**config.mk**
```make
export PLATFORM = sky130hd
export DESIGN_NAME = spu_event_encoder
export DESIGN_NICKNAME = d
export VERILOG_FILES = /design/src/rtl/spu_event_encoder.sv
export SDC_FILE = /design/constraint.sdc
export NUM_CORES = 1
export LEC_CHECK = 0
export BUFFER_PORTS_ARGS = -buffer_cell sky130_fd_sc_hd__buf_2
export CORE_MARGIN = 4
export CORE_UTILIZATION = 58
export CTS_CLUSTER_SIZE = 40
export DETAILED_ROUTE_END_ITERATION = 16
export PLACE_DENSITY = 0.81
export REMOVE_ABC_BUFFERS = 1
export SLEW_MARGIN = 20
export SYNTH_ARGS = -nofsm -noshare
export SYNTH_HDL_FRONTEND = slang
export SYNTH_SLANG_ARGS = --single-unit
```
**constraint.sdc**
```tcl
create_clock -name clk_i -period 7.2 [get_ports clk_i]
set_input_delay 1.44 -clock clk_i [delete_from_list [all_inputs] [get_ports clk_i]]
set_output_delay 1.44 -clock clk_i [all_outputs]
set_load 0.02 [all_outputs]
```
**src/rtl/spu_event_encoder.sv**
```systemverilog
// Event encoder: buffers masked single-cycle event pulses per source and
// serialises them round-robin into one {PORT_ID, src+1} event ID per clock.
module spu_event_encoder #(
  parameter int         NUM_SRC    = 5,
  parameter int         PEND_WIDTH = 4,
  parameter logic [3:0] PORT_ID    = 4'h1,
  parameter int         DROP_WIDTH = 16
) (
  input  logic                  clk_i,
  input  logic                  rst_ni,
  input  logic                  en_i,
  input  logic [NUM_SRC-1:0]    src_mask_i,
  input  logic [NUM_SRC-1:0]    src_event_i,
  output logic [7:0]            e_id_o,
  output logic [DROP_WIDTH-1:0] drop_cnt_o,
  output logic                  busy_o
);

  localparam int PTR_W = (NUM_SRC > 1) ? $clog2(NUM_SRC) : 1;
  localparam int DW1   = DROP_WIDTH + 1;

  localparam logic [PEND_WIDTH-1:0] PEND_MAX = '1;
  localparam logic [PEND_WIDTH-1:0] PEND_ONE = PEND_WIDTH'(1);
  localparam logic [DROP_WIDTH-1:0] DROP_MAX = '1;
  localparam logic [PTR_W-1:0]      PTR_LAST = PTR_W'(NUM_SRC - 1);
  localparam logic [PTR_W-1:0]      PTR_ONE  = PTR_W'(1);

  logic [PEND_WIDTH-1:0] pend_q [NUM_SRC];
  logic [PEND_WIDTH-1:0] pend_d [NUM_SRC];
  logic [PTR_W-1:0]      ptr_q, ptr_d;
  logic [7:0]            e_id_q, e_id_d;
  logic [DROP_WIDTH-1:0] drop_cnt_q, drop_cnt_d;

  logic [NUM_SRC-1:0] inc;
  logic [NUM_SRC-1:0] req;
  logic [NUM_SRC-1:0] gnt;
  logic [NUM_SRC-1:0] drop;
  logic               gnt_valid;
  logic [PTR_W-1:0]   gnt_idx;
  logic [DROP_WIDTH:0] drop_sum;

  assign inc = src_event_i & src_mask_i & {NUM_SRC{en_i}};

  always_comb begin
    for (int i = 0; i < NUM_SRC; i++) begin
      req[i] = (pend_q[i] != '0);
    end
  end

  // Two-pass search: indices at or above the pointer first, then wrap to the
  // lowest requester below it. Only registered counts are considered.
  always_comb begin
    gnt_valid = 1'b0;
    gnt_idx   = '0;
    for (int i = 0; i < NUM_SRC; i++) begin
      if (!gnt_valid && req[i] && (PTR_W'(i) >= ptr_q)) begin
        gnt_valid = 1'b1;
        gnt_idx   = PTR_W'(i);
      end
    end
    for (int i = 0; i < NUM_SRC; i++) begin
      if (!gnt_valid && req[i]) begin
        gnt_valid = 1'b1;
        gnt_idx   = PTR_W'(i);
      end
    end
  end

  always_comb begin
    for (int i = 0; i < NUM_SRC; i++) begin
      gnt[i] = gnt_valid && (gnt_idx == PTR_W'(i));
    end
  end

  // Pending counters: simultaneous capture and grant cancel, so a full
  // counter being granted never drops the incoming event.
  always_comb begin
    for (int i = 0; i < NUM_SRC; i++) begin
      pend_d[i] = pend_q[i];
      drop[i]   = 1'b0;
      case ({inc[i], gnt[i]})
        2'b10: begin
          if (pend_q[i] == PEND_MAX) begin
            drop[i] = 1'b1;
          end else begin
            pend_d[i] = pend_q[i] + PEND_ONE;
          end
        end
        2'b01:   pend_d[i] = pend_q[i] - PEND_ONE;
        default: pend_d[i] = pend_q[i];
      endcase
    end
  end

  always_comb begin
    ptr_d  = ptr_q;
    e_id_d = 8'h00;
    if (gnt_valid) begin
      ptr_d  = (gnt_idx == PTR_LAST) ? '0 : gnt_idx + PTR_ONE;
      e_id_d = {PORT_ID, 4'(gnt_idx) + 4'd1};
    end
  end

  // Drop counter sums all sources in one extra bit, then saturates.
  always_comb begin
    drop_sum = {1'b0, drop_cnt_q};
    for (int i = 0; i < NUM_SRC; i++) begin
      drop_sum = drop_sum + DW1'(drop[i]);
    end
    drop_cnt_d = (drop_sum > {1'b0, DROP_MAX}) ? DROP_MAX : drop_sum[DROP_WIDTH-1:0];
  end

  always_ff @(posedge clk_i or negedge rst_ni) begin
    if (!rst_ni) begin
      pend_q     <= '{default: '0};
      ptr_q      <= '0;
      e_id_q     <= 8'h00;
      drop_cnt_q <= '0;
    end else begin
      pend_q     <= pend_d;
      ptr_q      <= ptr_d;
      e_id_q     <= e_id_d;
      drop_cnt_q <= drop_cnt_d;
    end
  end

  assign e_id_o     = e_id_q;
  assign drop_cnt_o = drop_cnt_q;
  assign busy_o     = |req;

endmodule
```
## After elaboration in Yosys (flattened, before gate mapping)

Index checks and enable logic that the tools add are counted.

| storage, ports and cells | value |
|---|---|
| input port bits | 13 |
| output and inout port bits | 25 |
| logic and storage cells | 144 |
| flip-flop bits (word level) | 47 |

| operators by class | value |
|---|---|
| bitwise logic cells | 2 |
| add/subtract/negate cells | 17 |
| equal/unequal tests | 24 |
| reductions and logical operators | 45 |
| muxes and demuxes | 42 |
| $lt $le $gt $ge | 6 |

Operator list:

| operator | count |
|---|---|
| adder 17 x 1 -> 17 bit | 4 |
| one-hot mux 4 bit (2 select lines) | 5 |
| two-way mux 3 bit | 9 |
| two-way mux 1 bit | 21 |
| adder 4 x 1 -> 4 bit, second input constant | 5 |
| == test 4 bit, second input constant | 5 |
| two-way mux 4 bit | 5 |
| nonzero test 4 bit | 5 |
| subtractor 4 x 1 -> 4 bit, second input constant | 5 |
| logical AND 1 bit | 19 |
| adder 16 x 1 -> 17 bit | 1 |
| greater-than comparator 17 x 16 -> 1 bit, second input constant | 1 |
| two-way mux 16 bit | 1 |
| AND 5 bit | 2 |
| == test 2 x 1 -> 1 bit, second input constant | 5 |
| == test 2 bit, second input constant | 5 |
| != test 2 bit, second input constant | 5 |
| AND reduction 2 bit | 5 |
| nonzero test 2 bit | 5 |
| logical NOT 1 bit | 9 |
| == test 3 x 2 -> 1 bit, second input constant | 2 |
| >= comparator 1 x 3 -> 1 bit, first input constant | 2 |
| >= comparator 2 x 3 -> 1 bit, first input constant | 2 |
| two-way mux 5 bit | 1 |
| 7 further kinds | 7 |

## Longest topological paths before layout

Gate-level depths: netlist of the first run.

| logic depth | value |
|---|---|
| word-level depth | 45 |
| depth in mapped cells | 23 |
| gate-level depth less buffers | 21 |

## Worst setup path before layout of the first run

Ideal clock, no wire load.

| timing | value |
|---|---|
| path type | register to register |
| start point | register pend_q[1] (netlist bit) |
| end point | register drop_cnt_q[10], in the netlist drop_cnt_o[10] |
| clock period less this slack | 5.380 ns |
| slack | 1.820 ns |
| setup time | 0.134 ns |
| data required time | 7.066 ns |
| data arrival time | 5.246 ns |
| cell stages (with the launch flop) | 24 |
| buffers on the path | 2 |
| cell sequence | dfrtp_1 > or4_1 > clkbuf_1 > and2_1 > o32ai_1 > a22oi_1 > a21oi_1 > inv_1 > ha_1 > nand2_1 > o21bai_1 > and3_1 > nor2b_1 > fa_1 > fa_1 > ha_1 > fa_1 > a21oi_1 > nor2_1 > nand3_1 > nor2_1 > nand3_1 > clkbuf_1 > nand2_1 |

| on the way | value |
|---|---|
| word-level cells in the longest chain between the ends | 30 |
| elaborated cells on any way between the ends | 54 |
| those cells by class | 5 x add/sub; 1 x order compare; 10 x eq/ne; 19 x mux; 19 x reduce/logical |

RTL lines:

| element | RTL line | source |
|---|---|---|
| start, declared | 28 | `logic [PEND_WIDTH-1:0] pend_q [NUM_SRC];` |
| start signal, assigned | 120 | `pend_q <= pend_d;` |
| nonzero test 4 bit | 46 | `req[i] = (pend_q[i] != '0);` |
| logical AND 1 bit (2 in series) | 56 | `if (!gnt_valid && req[i] && (PTR_W'(i) >= ptr_q)) begin` |
| two-way mux 1 bit | 56 |  |
| logical NOT 1 bit | 62 | `if (!gnt_valid && req[i]) begin` |
| logical AND 1 bit | 62 |  |
| two-way mux 1 bit | 62 |  |
| logical NOT 1 bit | 62 |  |
| logical AND 1 bit | 62 |  |
| (+12 left out) | n/a |  |
| == test 2 bit | 81 | `case ({inc[i], gnt[i]})` |
| two-way mux 1 bit | 81 |  |
| adder 16 x 1 -> 17 bit | 108 | `drop_sum = drop_sum + DW1'(drop[i]);` |
| adder 17 x 1 -> 17 bit (3 in series) | 108 |  |
| adder 17 x 1 -> 17 bit (*) | 108 |  |
| greater-than comparator 17 x 16 -> 1 bit | 110 | `drop_cnt_d = (drop_sum > {1'b0, DROP_MAX}) ? DROP_MAX : drop_sum[DROP_WIDTH-1:0];` |
| two-way mux 16 bit (*) | 110 |  |
| named net drop_cnt_d[10] | 32 | `logic [DROP_WIDTH-1:0] drop_cnt_q, drop_cnt_d;` |
| end signal, assigned | 123 | `drop_cnt_q <= drop_cnt_d;` |
| end, declared | 32 |  |

Mark *: on every way through the listed nets, which the timed path passes. The rest lies on a longest branch.
A chain may end at the register's enable or synchronous reset.

## Final worst setup path of the first run

| timing | value |
|---|---|
| start point | register pend_q[1] (netlist bit) |
| end point | register drop_cnt_q[1], in the netlist drop_cnt_o[1] |

Same word-level chain as after synthesis.

==> results of run 1 <==
==> placed cells by master, fill, tap and decap left out, types with 4 or more instances in the layout <==
| cell | synthesis | routed |
|---|---|---|
| dfrtp_1 | 44 | 44 |
| fa_1 | 8 | 8 |
| inv_1 | 19 | 19 |
| and3_1 | 7 | 7 |
| conb_1 | 1 | 4 |
| ha_1 | 19 | 19 |
| mux2_2 | 5 | 5 |
| xnor2_1 | 17 | 17 |
| nor3_1 | 10 | 10 |
| xor2_1 | 8 | 8 |
| nand4_1 | 9 | 9 |
| buf_2 | 1 | 33 |
| nor2_1 | 18 | 18 |
| a21oi_1 | 16 | 16 |
| clkbuf_8 | 0 | 5 |
| a21o_1 | 6 | 6 |
| mux2i_1 | 6 | 6 |
| nand3_1 | 8 | 8 |
| nand3b_1 | 4 | 4 |
| nand2_1 | 28 | 28 |
==> metrics by stage <==
step                       util  hold slack [ns]
after floorplan               -            0.461
after global placement    0.648            0.491
after detailed placement  0.648            0.494
after CTS                 0.669            0.512
after global routing      0.669            0.522
final                     0.669            0.514
==> worst max-delay path: stages, from the launching register on <==
cell and delay (ns):
dfrtp_1 0.43, or4_1 0.68, and2_1 0.24, o32ai_1 0.26
a22oi_1 0.11, a21oi_1 0.31, inv_1 0.12, ha_1 0.23
nand2_1 0.12, o21bai_1 0.18, and3_1 0.23, nor2b_1 0.19
fa_1 0.47, fa_1 0.56, ha_1 0.19, fa_1 0.22
a21oi_1 0.09, nor2_1 0.26, nand3_1 0.16, nor2_1 0.21
nand3_1 0.42, nand2b_1 0.23
==> final timing paths <==
check | from | endpoint | cells past startpoint
worst min-delay path | pend_q[3] | pend_q[3] | 1
worst min register to register | pend_q[3] | pend_q[3] | 1
min in group asynchronous | rst_ni | pend_q[8] | 1
max in group asynchronous | rst_ni | e_id_o[1] | 1
worst max register to register | pend_q[1] | drop_cnt_o[1] | 21
worst max-delay path | pend_q[1] | drop_cnt_o[1] | 21
==> kinds of logic after synthesis <==
logic type	count (synthesis)
buffers and inverters	28
adder cells (fa/ha/maj)	27
other	1
AO/OA/AOI/OAI	43
AND/OR/NAND/NOR	109
multiplexers	11
XOR/XNOR	25
flip-flops	44
==> area by class of cell <==
| type | count | area (um^2) | share of cell area |
|---|---|---|---|
| Clock buffer | 5 | 68.8 | 0.0216 |
| Tap cell | 67 | 83.8 | 0.0263 |
| Inverter | 22 | 82.6 | 0.0259 |
| Timing Repair Buffer | 34 | 173 | 0.0542 |
| Multi-Input combinational cell | 219 | 1640 | 0.517 |
| Sequential cell | 44 | 1100 | 0.346 |
| Clock inverter | 1 | 30.0 | 0.00943 |
==> power by group through the flow <==
stage	Clock, mW	Combinational (mW)	Sequential, mW
finish	0.183	0.916	0.444
global route	0.197	1.05	0.458
CTS	0.187	0.924	0.443
detailed placement	0	0.910	0.447
global placement	0	0.877	0.441
floorplan	0	0.725	0.444
==> synth_stat cells, types with 2 or more instances <==
| cell | instances |
|---|---|
| and3_1 | 7 |
| nor2_1 | 18 |
| inv_1 | 19 |
| nor4_2 | 2 |
| nand4_1 | 9 |
| o22a_1 | 2 |
| nor4_1 | 2 |
| or4_4 | 2 |
| or4_1 | 2 |
| a211oi_1 | 2 |
| mux2_2 | 5 |
| inv_2 | 3 |
| and3b_1 | 3 |
| a21o_1 | 6 |
| a21oi_1 | 16 |
| a31oi_1 | 2 |
| nor3_1 | 10 |
| nand3b_1 | 4 |
| nor2b_1 | 2 |
| buf_4 | 3 |
| or2_2 | 2 |
| mux2i_1 | 6 |
| dfrtp_1 | 44 |
| o211ai_1 | 2 |
| xnor2_1 | 17 |
| xor2_1 | 8 |
| nand2b_1 | 2 |
| nand2_1 | 28 |
| o32ai_1 | 2 |
| ha_1 | 19 |
| o21ai_0 | 3 |
| clkbuf_1 | 2 |
| fa_1 | 8 |
| nor2_2 | 2 |
| nand3_1 | 8 |
==> metal layers <==
metal | wire length, um | vias to the layer above
met2 | 2880 | 62
met4 | 139 | 0
met1 | 2520 | 1056
li1 | - | 1073
met5 | 0 | -
met3 | 259 | 11
==> state kept, by name, indices dropped and copies added, names as in the netlist <==
signal      count
drop_cnt_o     16
e_id_o          5
pend_q         20
ptr_q           3
==> summary.txt, run 1 <==
Critical path
  – Critical path peak fanout: 14
  – Critical Path Source Type: flop
  – Worst Path Class, Setup: flop to flop
  – Req. time, crit path: 7.42 ns
  – Worst Setup End Kind: flop
  – Worst Path Arrival: 6.22 ns
  – R2R Setup Slk: 1.20 ns

Detailed routing
  – Initial DRC Count: 174
  – TritonRoute pass-1 iters: 4
  – DR WL/cell: 14.8 um
  – Vias per cell: 5.62
  – Post-route DRC: 0
  – Via Count: 2202
  – Drt total wl: 5800 um
  – Detail Route Antenna Nets: 0

Clock tree
  – Quantity of gates resized following cts: 0
  – Post-CTS Hold Fix Bufs: 0
  – H-tree lvl count: 2
  – Clk slew on worst S/H paths: 0.08 ns
  – Clock Latency Late Sink: 0.30 ns
  – Clock Path Buffers: 2
  – Clock tree root buffer cell: clkbuf_8
  – Clk sinks: 44
  – CTS buffer count: 5
  – Post-CTS Setup Inserts: 0
  – TritonCTS clock tree: yes

Timing
  – Clk_skew: 0.00696 ns
  – Setup TNS: 0 ns
  – Minimum clock period: 6.00 ns
  – Endpoints failing hold: 0
  – RSZ-0062 raised after global routing: no
  – Peak Freq: 0.167 GHz
  – Final worst path period share: 0.834
  – Slew margin rel.: 0.619
  – Worst Tran Pin Value: 0.572 ns
  – Worst setup margin: 1.20 ns
  – Final setup viols: 0
  – Slew Limit Fails: 0

Global route
  – M1 GR Usage: 0.269
  – Antenna violations before repair: 0
  – First-pass GRT wire length: 10200 um
  – Vias in the first global route: 2184
  – Gr ovfl total: 0
  – GR peak layer: met2
  – GR Util All Layers: 0.211
  – M3 GR Usage: 0.0447
  – Largest net degree at the start of global routing: 45
  – Grt met2 use: 0.349

Power
  – Psw: 0.670 mW
  – Sw Share: 0.434
  – Overall power: 1.54 mW
  – Power Density: 485 nW/um^2
  – Cell Int Power: 0.874 mW
  – Clock power frac: 0.119
  – Worst vdd ir: 0.275 mV
  – Combinational share of power: 0.594
  – Seq pwr share: 0.288
  – Leak: 1.60 nW

Logic synthesis
  – Cell taking the most area after synthesis: dfrtp_1
  – Post-synth EDFFs: 0
  – Xor/xnor share of the synthesized area: 0.0768
  – Syn_area_per_cell: 9.90 um^2
  – Top-area cell type share of the netlist area: 0.386
  – Synth Register Bits: 44
  – Async set or reset register ratio after synthesis: 1.00
  – Leading post-synthesis cells by cell area: dfrtp_1 39%, ha_1 8.3%, fa_1 5.6%, xnor2_1 5.2%, nand2_1 3.7%
  – Seq/Total Area, Yosys: 0.386
  – Synth unique cells: 51
  – Post-Synth Adder-Cell Area: 0.140
  – Combinational family with the most area after synthesis: simple AND/OR/NAND/NOR gates
  – Top_reg_cell synth: dfrtp_1
  – Simple-gate share of the synthesized area: 0.212
  – Gate Count Post-Synth: 288
  – Mapped Area: 2850 um^2
  – Compound-Gate Fraction of Synth Area: 0.102
  – Multiplexer area fraction after synthesis: 0.0408
  – Synthesis Warnings: 0

Placed design
  – GPL Wtd Cong: 0.853
  – Pre-CTS WS: 1.31 ns
  – Port buffer count: 34
  – Final HPWL DP: 4340 um
  – Placed cells: 386
  – DP Area: 3080 um^2

Layout
  – Post-Layout Cell Count: 392
  – Nets: 366
  – P&R area growth vs syn: 11.6%
  – Layout cells sized above 1: 0.191
  – Final Cell Area: 3180 um^2
  – Ant diodes: 0
  – Filler cells: 394

Floorplanning
  – Die ar.: 6100 um^2
  – Initial core utilization: 0.600
  – # IOs: 38
  – Site Rows: 25
  – Die Wd: 78.1 um
  – Die span in y: 78.1 um
  – CORE AREA: 4750 um^2

Hold path
  – Hold Path Class: flop to flop

Job
  – Max_cap viols: 0

Run status
  – Status: finished, final reports clean
(Power assumes the default switching activity.)
==> inputs of run 2 (changes only) <==
--- a/config.mk
+++ b/config.mk
@@ -7,10 +7,10 @@
 export LEC_CHECK = 0
 export BUFFER_PORTS_ARGS = -buffer_cell sky130_fd_sc_hd__buf_2
 export CORE_MARGIN = 4
-export CORE_UTILIZATION = 58
+export CORE_UTILIZATION = 52
 export CTS_CLUSTER_SIZE = 40
 export DETAILED_ROUTE_END_ITERATION = 16
-export PLACE_DENSITY = 0.81
+export PLACE_DENSITY = 0.77
 export REMOVE_ABC_BUFFERS = 1
 export SLEW_MARGIN = 20
 export SYNTH_ARGS = -nofsm -noshare
==> constraint.sdc (replaced) <==
create_clock -name clk_i -period 5.41 [get_ports clk_i]
set_input_delay 1.082 -clock clk_i [delete_from_list [all_inputs] [get_ports clk_i]]
set_output_delay 1.082 -clock clk_i [all_outputs]
set_load 0.02 [all_outputs]
==> run 2 against run 1 <==
- combinational power rose by 35%
- worst setup slack got worse by 0.92 ns
- die area rose by 10%
- critical path type unchanged
- largest cell class unchanged
==> summary.txt, run 2 (same netlist as run 1, synthesis figures left out) <==
Clock tree
  – TritonCTS clock tree: yes
  – CTS buffer count: 5 (unchanged)
  – Clk slew on worst S/H paths: 0.08 ns (about the same)
  – Clk sinks: 44 (unchanged)
  – Post-CTS Hold Fix Bufs: 0 (unchanged)
  – H-tree lvl count: 2 (unchanged)
  – Clock tree root buffer cell: clkbuf_8
  – Clock Path Buffers: 2 (unchanged)
  – Clock Latency Late Sink: 0.30 ns (about the same)

Timing
  – Slew Limit Fails: 0 (unchanged)
  – Endpoints failing hold: 0 (unchanged)
  – Minimum clock period: 5.13 ns (-0.868 ns)
  – Worst Tran Pin Value: 0.565 ns (-0.00757 ns)
  – Hold slack: 0.514 ns (+0.0000170 ns)
  – Clk_skew: 0.00655 ns (-0.000412 ns)
  – Slew margin rel.: 0.620 (+0.00191)
  – Peak Freq: 0.195 GHz (+17%)
  – Final setup viols: 0 (unchanged)
  – Worst setup margin: 0.276 ns (-0.922 ns)
  – Final worst path period share: 0.949 (+0.115)

Critical path
  – Critical path peak fanout: 14 (unchanged)
  – Worst Path Arrival: 5.31 ns (-0.91 ns)
  – Req. time, crit path: 5.59 ns (-1.83 ns)
  – Worst Setup End Kind: flop
  – Worst Path Class, Setup: flop to flop
  – Worst reg2reg path depth: 21 (unchanged)
  – Critical Path Source Type: flop

Global route
  – Gr ovfl total: 0 (unchanged)
  – Vias in the first global route: 2191 (+0.32%)
  – Largest net degree at the start of global routing: 45 (unchanged)
  – GR Util All Layers: 0.191 (-0.0206)
  – First-pass GRT wire length: 9830 um (-3.4%)
  – Antenna violations before repair: 0 (unchanged)

Power
  – Overall power: 2.03 mW (+32%)
  – Leak: 1.63 nW (+2.0%)
  – Power Density: 623 nW/um^2 (+28%)
  – Worst vdd ir: 0.267 mV (-3.0%)

Hold path
  – Hold Path Class: flop to flop
  – Worst hold stages: 1 (unchanged)

Layout
  – Layout cells sized above 1: 0.231 (+0.0405)
  – Most frequent cells in the layout: 44 x dfrtp_1, 33 x buf_2, 28 x nand2_1
  – P&R area growth vs syn: 14.5%
  – Max FFs per register: 20 (unchanged)
  – Filler cells: 461 (+17%)
  – Finished Core Util: 0.627 (-0.0421)
  – Commonest non-fill, non-tap cell in the layout: dfrtp_1
  – Nets: 372 (+1.6%)
  – Ant diodes: 0 (unchanged)
  – Most flop-heavy register: pend_q

Placed design
  – Final HPWL DP: 4340 um (about the same)
  – Port buffer count: 34 (unchanged)
  – Pre-CTS WS: -0.110 ns (-1.42 ns)
  – GPL Wtd Cong: 0.951 (+11%)

Floorplanning
  – Initial core utilization: 0.548 (-0.0519)
  – CORE AREA: 5200 um^2 (+9.5%)
  – # IOs: 38 (unchanged)
  – Site Rows: 26 (+4.0%)
  – Die ar.: 6730 um^2 (+10%)
  – Die span in y: 82.1 um (+5.0%)
  – Die Wd: 82.1 um (+5.0%)

Detailed routing
  – Detail Route Antenna Nets: 0 (unchanged)
  – DR WL/cell: 14.1 um (-4.7%)
  – Post-route DRC: 0 (unchanged)
  – Via Count: 2190 (-0.54%)
  – TritonRoute pass-1 iters: 4 (unchanged)
  – Initial DRC Count: 127 (-27%)
  – Drt total wl: 5680 um (-2.0%)
  – Vias per cell: 5.43 (-3.3%)

Job
  – Max_cap viols: 0 (unchanged)

Run status
  – Status: finished, final reports clean
run 2: cell count changes in the layout (fill, tap and decap cells not counted), moves of 2 or more:
cell,delta
a21oi_1,-2
a21oi_2,+2
buf_4,+6
clkinv_2,+2
nor2_1,-2
run 2: worst max-delay path, stage by stage, from the launching register on:
cell      delay [ns]
dfrtp_1         0.42
or4_1           0.55
and2_1          0.21
o32ai_2         0.23
a22oi_1         0.12
a21oi_2         0.15
inv_1           0.08
ha_1            0.21
nand2_1         0.11
o21bai_1        0.18
and3_1          0.23
nor2b_2         0.17
fa_1            0.46
fa_1            0.50
ha_1            0.24
fa_1            0.42
a21oi_2         0.18
nor2_2          0.08
nand3_1         0.14
nor2_4          0.07
nand3_4         0.16
o21ai_0         0.11
run 2: area by class of cell:
type,instances,area [um^2],area share
Clock buffer,6,82.6,0.0253
Clock inverter,2,10.0,0.00307
Sequential cell,44,1100,0.337
Inverter,22,82.6,0.0253
Timing Repair Buffer,40,218,0.0667
Tap cell,70,87.6,0.0268
Multi-Input combinational cell,219,1680,0.516
run 2: metrics by stage:
| stage | area (um^2) | setup TNS (ns) | instances |
|---|---|---|---|
| finish | 3270 | 0 | 403 |
| global route | 3270 | -0.0298 | 403 |
| CTS | 3220 | 0 | 402 |
| detailed placement | 3120 | -0.972 | 394 |
| global placement | 3120 | 0 | 394 |
| floorplan | 2830 | 0 | 285 |
run 2: repair_timing:
item | in CTS | in global routing
pin swaps | 0 | 2
gates resized for setup | 1 | 8
setup buffers | 0 | 1
endpoints found under the setup margin | 14 | 16
run 2: routing by layer:
layer / share of wire / vias up / global-route usage
li1: - / 1091 / -
met1: 0.44 / 1057 / 0.242
met2: 0.51 / 33 / 0.324
met3: 0.031 / 9 / 0.0362
met4: 0.015 / 0 / 0.0648
met5: 0 / - / 0
run 2: final timing paths:
| check | slack, ns | startpoint | endpoint |
|---|---|---|---|
| setup reg to reg | 0.28 | pend_q[1] | drop_cnt_o[6] |
| max in group asynchronous | 4.24 | rst_ni | pend_q[6] |
| hold reg to reg | 0.51 | pend_q[3] | pend_q[3] |
| hold / removal | 0.51 | pend_q[3] | pend_q[3] |
| min in group asynchronous | 0.76 | rst_ni | pend_q[9] |
| setup / recovery | 0.28 | pend_q[1] | drop_cnt_o[6] |
run 2: power by group:
part | switching, mW | internal (mW) | total [mW] | leakage [nW]
Sequential | 0.126 | 0.457 | 0.583 | 0.541
Clock | 0.113 | 0.102 | 0.215 | 0.0510
Combinational | 0.641 | 0.595 | 1.24 | 1.04
Total | 0.880 | 1.15 | 2.03 | 1.63
==> inputs of run 3 (changes only) <==
--- a/config.mk
+++ b/config.mk
@@ -7,10 +7,11 @@
 export LEC_CHECK = 0
 export BUFFER_PORTS_ARGS = -buffer_cell sky130_fd_sc_hd__buf_2
 export CORE_MARGIN = 4
-export CORE_UTILIZATION = 52
+export CORE_UTILIZATION = 63
+export CTS_BUF_LIST = sky130_fd_sc_hd__clkbuf_8
 export CTS_CLUSTER_SIZE = 40
 export DETAILED_ROUTE_END_ITERATION = 16
-export PLACE_DENSITY = 0.77
+export PLACE_DENSITY = 0.87
 export REMOVE_ABC_BUFFERS = 1
 export SLEW_MARGIN = 20
 export SYNTH_ARGS = -nofsm -noshare
==> constraint.sdc (replaced) <==
create_clock -name clk_i -period 5.95 [get_ports clk_i]
set_input_delay 1.19 -clock clk_i [delete_from_list [all_inputs] [get_ports clk_i]]
set_output_delay 1.19 -clock clk_i [all_outputs]
set_load 0.005 [all_outputs]
==> run 3 against run 2 <==
- global-route usage grew 3.9 points
- fmax decreased by 7.0%
- sequential share of layout area rose by 0.47 points
- combinational power down 11%
- core utilization is 11 points higher
- routed wire length up 6.2%
- non-clock buffer count decreased by 5
- critical path depth is the same
- register-to-register slack better by 0.15 ns
- critical path type unchanged
- largest cell class unchanged
==> summary.txt, run 3 (same netlist as run 1, synthesis figures left out) <==
Run status
  – Status: finished, final reports clean

Hold path
  – Hold_sp: pend_q[3]
  – Hold Path Sink: pend_q[3]
  – Worst hold stages: 1 (unchanged)
  – Hold Path Class: flop to flop

Critical path
  – Req. time, crit path: 6.14 ns (+0.55 ns)
  – Worst Path Class, Setup: flop to flop
  – Critical path peak fanout: 14 (unchanged)
  – Worst reg2reg path depth: 21 (unchanged)
  – Worst Path Arrival: 5.71 ns (+0.40 ns)
  – Worst Setup End Kind: flop
  – RR Endpoint: drop_cnt_o[6]
  – Critical Path Source Type: flop
  – R2r startpoint: pend_q[1]
  – R2R Setup Slk: 0.43 ns (+0.15 ns)

Layout
  – Most frequent cells in the layout: 44 x dfrtp_1, 33 x buf_2, 28 x nand2_1
  – Most flop-heavy register: pend_q
  – Final Cell Area: 3220 um^2 (-1.4%)
  – Ant diodes: 0 (unchanged)
  – Post-Layout Cell Count: 380 (-5.7%)
  – Filler cells: 335 (-27%)
  – Nets: 367 (-1.3%)
  – P&R area growth vs syn: 12.9%
  – Commonest non-fill, non-tap cell in the layout: dfrtp_1
  – Layout cells sized above 1: 0.210 (-0.0209)
  – Finished Core Util: 0.740 (+0.112)
  – Max FFs per register: 20 (unchanged)

Clock tree
  – Clk slew on worst S/H paths: 0.08 ns (about the same)
  – Clock tree root buffer cell: clkbuf_8
  – Clk sinks: 44 (unchanged)
  – TritonCTS clock tree: yes
  – Clock Path Buffers: 2 (unchanged)
  – CTS buffer count: 5 (unchanged)
  – Clock Latency Late Sink: 0.31 ns (about the same)
  – H-tree lvl count: 2 (unchanged)
  – Post-CTS Setup Inserts: 0 (unchanged)

Timing
  – Slew Limit Fails: 0 (unchanged)
  – Final setup viols: 0 (unchanged)
  – Endpoints failing hold: 0 (unchanged)
  – Peak Freq: 0.181 GHz (-7.0%)
  – RSZ-0062 raised after global routing: no
  – Clk_skew: 0.0144 ns (+0.00787 ns)
  – Hold slack: 0.526 ns (+0.0126 ns)
  – Worst setup margin: 0.431 ns (+0.154 ns)
  – Worst Tran Pin Value: 0.559 ns (-0.00568 ns)
  – Minimum clock period: 5.52 ns (+0.386 ns)
  – Slew margin rel.: 0.625 (+0.00412)
  – Final worst path period share: 0.928 (-0.0213)
  – Setup TNS: 0 ns (unchanged)

Floorplanning
  – Die ar.: 5670 um^2 (-16%)
  – Site Rows: 24 (-7.7%)
  – Die span in y: 75.3 um (-8.3%)
  – CORE AREA: 4350 um^2 (-16%)
  – Die Wd: 75.3 um (-8.3%)
  – Initial core utilization: 0.655 (+0.107)
  – # IOs: 38 (unchanged)

Placed design
  – Pre-CTS WS: 0.284 ns (+0.394 ns)
  – DP Area: 3070 um^2 (-1.7%)
  – Placed cells: 372 (-5.6%)
  – Final HPWL DP: 4390 um (+1.1%)
  – Port buffer count: 34 (unchanged)
  – GPL Wtd Cong: 0.902 (-5.1%)

Job
  – Max_cap viols: 0 (unchanged)

Global route
  – First-pass GRT wire length: 9950 um (+1.3%)
  – Vias in the first global route: 2198 (+0.32%)
  – Antenna violations before repair: 0 (unchanged)
  – Gr ovfl total: 0 (unchanged)
  – Largest net degree at the start of global routing: 45 (unchanged)
  – GR Util All Layers: 0.230 (+0.0395)

Detailed routing
  – Detail Route Antenna Nets: 0 (unchanged)
  – TritonRoute pass-1 iters: 4 (unchanged)
  – DR WL/cell: 15.9 um (+13%)
  – Via Count: 2275 (+3.9%)
  – Initial DRC Count: 110 (-13%)
  – Post-route DRC: 0 (unchanged)
  – Drt total wl: 6030 um (+6.2%)
  – Vias per cell: 5.99 (+10%)

Power
  – Leak: 1.62 nW (-0.72%)
  – Power Density: 589 nW/um^2 (-5.4%)
  – Worst vdd ir: 0.335 mV (+26%)
  – Overall power: 1.90 mW (-6.7%)
[run 3: changes by cell type in the layout (fill, tap and decap cells not counted), sizes merged]
cell,change
bufinv,+1
clkbuf,+1
buf,-5
clkinv,-2
[run 3: metal layers]
layer / share of wire / track usage / up-vias
met2: 0.51 / 0.407 / 68
met4: 0.0099 / 0.0602 / 0
met3: 0.045 / 0.0427 / 6
met5: 0 / 0 / -
met1: 0.43 / 0.290 / 1120
li1: - / - / 1081
[run 3: worst max-delay path, cell delays in order (launching register included)]
cell	delay (ns)
dfrtp_1	0.44
or4_4	0.60
and2_1	0.21
o32ai_1	0.26
a22oi_1	0.10
a21oi_1	0.17
inv_1	0.08
ha_1	0.22
nand2_1	0.14
o21bai_1	0.21
and3_1	0.26
nor2b_1	0.19
fa_1	0.46
fa_1	0.52
ha_1	0.26
fa_1	0.40
a21oi_1	0.28
nor2_2	0.11
nand3_1	0.13
nor2_2	0.08
nand3_4	0.16
o21ai_0	0.11
[run 3: layout make-up]
type	count	area, um^2	share of cell area
Tap cell	52	65.1	0.0202
Timing Repair Buffer	35	180	0.0559
Inverter	22	82.6	0.0256
Clock inverter	1	30.0	0.00932
Multi-Input combinational cell	219	1670	0.517
Sequential cell	44	1100	0.342
Clock buffer	7	96.3	0.0299
[run 3: worst max path at each step]
stage | startpoint | end | slack [ns]
6_report | pend_q[1] | drop_cnt_o[6] | 0.43
5_1_grt | pend_q[9] | drop_cnt_o[6] | 0.04
4_1_cts | pend_q[1] | drop_cnt_o[12] | 0.17
3_5_place_dp | pend_q[1] | drop_cnt_o[6] | 0.28
3_3_place_gp | pend_q[1] | drop_cnt_o[6] | 0.51
2_1_floorplan | pend_q[1] | drop_cnt_o[6] | 0.66
[run 3: power breakdown]
part / switching [mW] / internal, mW
logic: 0.566 / 0.537
clock network: 0.106 / 0.148
registers: 0.124 / 0.416
total: 0.796 / 1.10
[run 3: timing repair]
action	in CTS	in global routing
gates resized for setup	0	5
endpoints found under the setup margin	0	14
hold buffers	0	0
